[src/rtl/mac_accumulator.sv]
// mac_accumulator: sums NTERMS unsigned 8-bit products taken over a
// valid/ready input and presents the total on a valid/ready result port.
// Build option: define SATURATE_EN to clamp the sum at all-ones on carry-out
// instead of wrapping; ovf is flagged in both builds.
module mac_accumulator #(
  parameter int unsigned ACC_W  = 16,
  parameter int unsigned NTERMS = 8
) (
  input  logic             clk,
  input  logic             rst_n,
  input  logic             start,
  input  logic             clear,
  input  logic [7:0]       prod_in,
  input  logic             in_valid,
  output logic             in_ready,
  output logic [ACC_W-1:0] acc_out,
  output logic             out_valid,
  input  logic             out_ready,
  output logic             busy,
  output logic             ovf
);

  localparam int unsigned CNT_W = $clog2(NTERMS + 1);
  localparam int unsigned SUM_W = ACC_W + 1;

  typedef enum logic [1:0] {
    S_IDLE  = 2'd0,
    S_ACCUM = 2'd1,
    S_DONE  = 2'd2
  } state_e;

  state_e             state_q, state_d;
  logic [ACC_W-1:0]   acc_q, acc_d;
  logic [CNT_W-1:0]   count_q, count_d;
  logic               ovf_q, ovf_d;
  logic [SUM_W-1:0]   sum;
  logic               carry;
  logic               accept;
  logic [ACC_W-1:0]   acc_next;

  // Adder: one extra bit so the carry-out can be observed
  always_comb begin
    sum   = {1'b0, acc_q} + SUM_W'(prod_in);
    carry = sum[ACC_W];
`ifdef SATURATE_EN
    acc_next = carry ? {ACC_W{1'b1}} : sum[ACC_W-1:0];
`else
    acc_next = sum[ACC_W-1:0];
`endif
  end

  assign accept = in_valid && (state_q == S_ACCUM);

  // Next-state and datapath update; clear takes priority over everything
  always_comb begin
    state_d = state_q;
    acc_d   = acc_q;
    count_d = count_q;
    ovf_d   = ovf_q;
    if (clear) begin
      state_d = S_IDLE;
      acc_d   = '0;
      count_d = '0;
      ovf_d   = 1'b0;
    end else begin
      unique case (state_q)
        S_IDLE: begin
          if (start) begin
            state_d = S_ACCUM;
            acc_d   = '0;
            count_d = '0;
            ovf_d   = 1'b0;
          end
        end
        S_ACCUM: begin
          if (accept) begin
            acc_d   = acc_next;
            count_d = count_q + CNT_W'(1);
            ovf_d   = ovf_q | carry;
            if (count_q == CNT_W'(NTERMS - 1)) begin
              state_d = S_DONE;
            end
          end
        end
        S_DONE: begin
          if (out_ready) begin
            state_d = S_IDLE;
          end
        end
        default: begin
          state_d = S_IDLE;
        end
      endcase
    end
  end

  // State and datapath registers
  always_ff @(posedge clk or negedge rst_n) begin
    if (!rst_n) begin
      state_q <= S_IDLE;
      acc_q   <= '0;
      count_q <= '0;
      ovf_q   <= 1'b0;
    end else begin
      state_q <= state_d;
      acc_q   <= acc_d;
      count_q <= count_d;
      ovf_q   <= ovf_d;
    end
  end

  // Handshake flags decode the current state
  always_comb begin
    in_ready  = (state_q == S_ACCUM);
    out_valid = (state_q == S_DONE);
    busy      = (state_q != S_IDLE);
  end

  assign acc_out = acc_q;
  assign ovf     = ovf_q;

endmodule

[config.mk]
export PLATFORM = sky130hd
export DESIGN_NAME = mac_accumulator
export DESIGN_NICKNAME = d
export VERILOG_FILES = /design/src/rtl/mac_accumulator.sv
export SDC_FILE = /design/constraint.sdc
export NUM_CORES = 1
export LEC_CHECK = 0
export CORE_ASPECT_RATIO = 0.9
export CORE_MARGIN = 2
export CORE_UTILIZATION = 53
export DETAILED_ROUTE_END_ITERATION = 10
export GPL_TIMING_DRIVEN = 0
export PLACE_DENSITY_LB_ADDON = 0.12
export SYNTH_ARGS = -nofsm -noshare
export SYNTH_HDL_FRONTEND = slang
export SYNTH_SLANG_ARGS = --single-unit
[constraint.sdc]
create_clock -name clk -period 3.8 [get_ports clk]
set_input_delay 1.14 -clock clk [delete_from_list [all_inputs] [get_ports clk]]
set_output_delay 1.14 -clock clk [all_outputs]
set_load 0.005 [all_outputs]
==> results.yml <==
outcome:
  status: "finished, violations left"
  violations: "DRC"
global_routing:
  grt_pass1_vias: 1208
  antenna_found_initial: 0
  grt_usage: 0.235
  grt_max_degree: 24
  grt_pass1_wl_um: 5490
  grt_overflow: 0
sta:
  max_slew_margin: 0.326
  fin_crit_sh: 0.870
  min_period_ps: 3310
  hold_viol_final: 0
  max_freq_mhz: 302
  finalSetupViolCount: 0
  rsz0062_at_grt: "no"
  fin_hold_ws_ps: 507
  fin_ws_ps: 493
  finalSetupTns_ps: 0
  worst_pin_slew_ps: 1010
  fin_skew_ps: 4.63
  slew_viol_final: 0
clocking:
  path_clk_slew_ps: 130
  cts_sinks: 23
  cts-root-buf: "clkbuf_4"
  post_cts_buffers: 0
  clk_latency_ps: 320
  htreeDepth: 1
  cts-resized-gates: 0
  clk_path_buf_depth: 2
  cts_buffers: 3
  cts_tree: "done"
  cts_hold_buf: 0
logic_synthesis:
  async_flop_share: 1.00
  synth_cells: 152
  yosys-top-cells-area: "dfrtp_1 40%, ha_1 7.8%, o21ai_0 4.9%"
  synth_mux_area_frac: 0.0104
  syn-num-nets: 176
  netlist.area_leader.share: 0.399
  synth_cell_types: 38
  synth_top_family_by_area: "compound AO/OA/AOI/OAI gates"
  synth_fa_ha_area_frac: 0.0920
  seq_area_frac_synth: 0.399
  yosys.area_share.simple: 0.175
  yosys.area.top_type: "dfrtp_1"
  synth.avg_cell_area_um2: 9.48
  synth_compound_area_frac: 0.254
  ys.flop_type: "dfrtp_1"
  synthXorXnorAreaFrac: 0.0365
  yosys_warnings: 0
  ys_ff_latch: 23
  synth_enable_flop_cells: 0
  netlist_area_mm2: 0.00144
power:
  p_sw_frac: 0.281
  vdd_ir_drop_max_uv: 185
  p_int_mw: 0.339
  seqPwrFrac: 0.542
  clkPwrFrac: 0.251
  combinationalPowerShare: 0.207
  power_switching_mw: 0.132
  leakagePower_nw: 0.771
  p_per_area_mw_per_mm2: 257
setup_path:
  slowest_stage: "or4_1"
  crit_chain: "clkdlybuf4s50_1 > ha_1 > inv_1 > fa_1 > nand2b_1 > a21oi_1 > a2111oi_4 > or4_1 > a21oi_1"
  critPathRequiredTime_ps: 4050
  critPathTopFamily: "simple AND/OR/NAND/NOR gates"
  max_stage_delay_ps: 480
  path_buf_inv: 2
  cp_max_fo: 9
  critPathArrivalTime_ps: 3560
  path_common_cell: "a21oi_1"
  end_kind: "flop"
  crit_type: "input port to flop"
  startpoint_type: "input port"
floorplan:
  die_y_um: 53.5
  initial_core_util: 0.574
  ioPinCount: 34
  die_w_um: 59.0
  std_cell_rows: 17
  core_area_mm2: 0.00251
  die-area_mm2: 0.00315
route:
  routed.top_layer: "met4"
  wl_met2_um: 1590
  wirelength_um: 3210
  wl_per_cell_um: 14.8
  via_per_inst: 5.95
  drt_pre_antenna_iters: 7
  wl_met3_um: 174
  vias: 1292
  drt_first_iter_violations: 55
  wl_met1_um: 1410
  antenna_left: 0
  route.detailed.drc: 2
finish:
  diodes: 0
  final_nets: 214
  area_delta_synth_final_pct: 27.2
  seq_area_um2: 576
  multi_input_area_um2: 820
  drive_gt1_frac: 0.0635
  n_fill_cell: 215
worst_hold_path:
  hold_class: "flop to flop"
place:
  hpwl_um: 2510
  pre_cts_ws_ps: 172
  gp_congestion: 0.760
  io_buffer_count: 33
run:
  maxCapViolCount: 0
==> sequential cells by signal, indices dropped and copies added, names as in the netlist <==
signal,cells
count_q,4
acc_out,16
state_q,2
ovf,1
==> logic make-up (layout without fill, tap and decap cells) <==
logic type,count (synthesis),count (layout)
adder cells (fa/ha/maj),10,10
multiplexers,1,1
AND/OR/NAND/NOR,49,49
flip-flops,23,23
AO/OA/AOI/OAI,53,53
buffers and inverters,10,47
XOR/XNOR,6,6
==> Yosys cell counts, drive strengths merged, types with 2 or more instances <==
master   n
a21o     4
a21oi   14
a22o     2
buf      2
dfrtp   23
ha       9
inv      8
nand2   15
nand2b   4
nand3    5
nor2    10
nor3     2
nor4     2
o211ai   4
o21a     2
o21ai   14
o31ai    7
or3      2
or4      5
xor2     5
==> power groups by stage <==
stage | sequential (mW) | combinational, mW | clock [mW]
2_1_floorplan | 0.260 | 0.0549 | 0
3_3_place_gp | 0.260 | 0.0952 | 0
3_5_place_dp | 0.260 | 0.0982 | 0
4_1_cts | 0.256 | 0.0986 | 0.120
5_1_grt | 0.256 | 0.109 | 0.129
6_report | 0.255 | 0.0976 | 0.118
==> path summary, 6_finish.rpt <==
check | start | endpoint | slack (ps) | cells past startpoint
min in group asynchronous | rst_n | acc_out[12]$_DFFE_PN0P_ | 1360 | 1
worst min-delay path | count_q[3]$_DFFE_PN0P_ | count_q[3]$_DFFE_PN0P_ | 510 | 1
worst min register to register | count_q[3]$_DFFE_PN0P_ | count_q[3]$_DFFE_PN0P_ | 510 | 1
worst max-delay path | prod_in[0] | acc_out[14]$_DFFE_PN0P_ | 490 | 9
max in group asynchronous | rst_n | acc_out[3]$_DFFE_PN0P_ | 1830 | 1
worst max register to register | acc_out[0]$_DFFE_PN0P_ | acc_out[14]$_DFFE_PN0P_ | 1370 | 8
==> final cells by class <==
type	instances	share of cell area
plain buffers	2	0.00887
clock buffers	4	0.0143
inverters	8	0.0164
multi-input cells	119	0.447
flip-flops and latches	23	0.314
well taps	28	0.0191
repair buffers	33	0.180
==> layout by cell type, fill, tap and decap left out, types with 2 or more instances in the layout <==
| master | synthesis | layout |
|---|---|---|
| o211ai_1 | 4 | 4 |
| inv_1 | 8 | 8 |
| a22o_1 | 2 | 2 |
| nand2b_1 | 4 | 4 |
| nand2_1 | 15 | 15 |
| xor2_1 | 5 | 5 |
| a21oi_2 | 2 | 2 |
| nand3_1 | 5 | 5 |
| o31ai_1 | 7 | 7 |
| nor2_1 | 10 | 10 |
| or3_1 | 2 | 2 |
| o21a_1 | 2 | 2 |
| a21oi_1 | 12 | 12 |
| ha_1 | 9 | 9 |
| o21ai_0 | 14 | 14 |
| nor4_1 | 2 | 2 |
| dfrtp_1 | 23 | 23 |
| clkbuf_4 | 0 | 3 |
| or4_1 | 4 | 4 |
| clkdlybuf4s50_1 | 0 | 33 |
| a21o_1 | 3 | 3 |
==> through the flow <==
stage | total power, mW | std cells | util | cell area, µm²
2_1_floorplan | 0.314 | 152 | - | 1440
3_3_place_gp | 0.355 | 213 | 0.720 | 1810
3_5_place_dp | 0.358 | 213 | 0.720 | 1810
4_1_cts | 0.474 | 217 | 0.730 | 1830
5_1_grt | 0.495 | 217 | 0.730 | 1830
6_report | 0.471 | 217 | 0.730 | 1830
==> metal layers <==
metal | up-vias | GRT usage
met5 | - | 0
met4 | 0 | 0.0682
met3 | 6 | 0.0587
met2 | 32 | 0.400
met1 | 613 | 0.292
li1 | 641 | -
No activity file was read; power rests on OpenSTA's default activity.
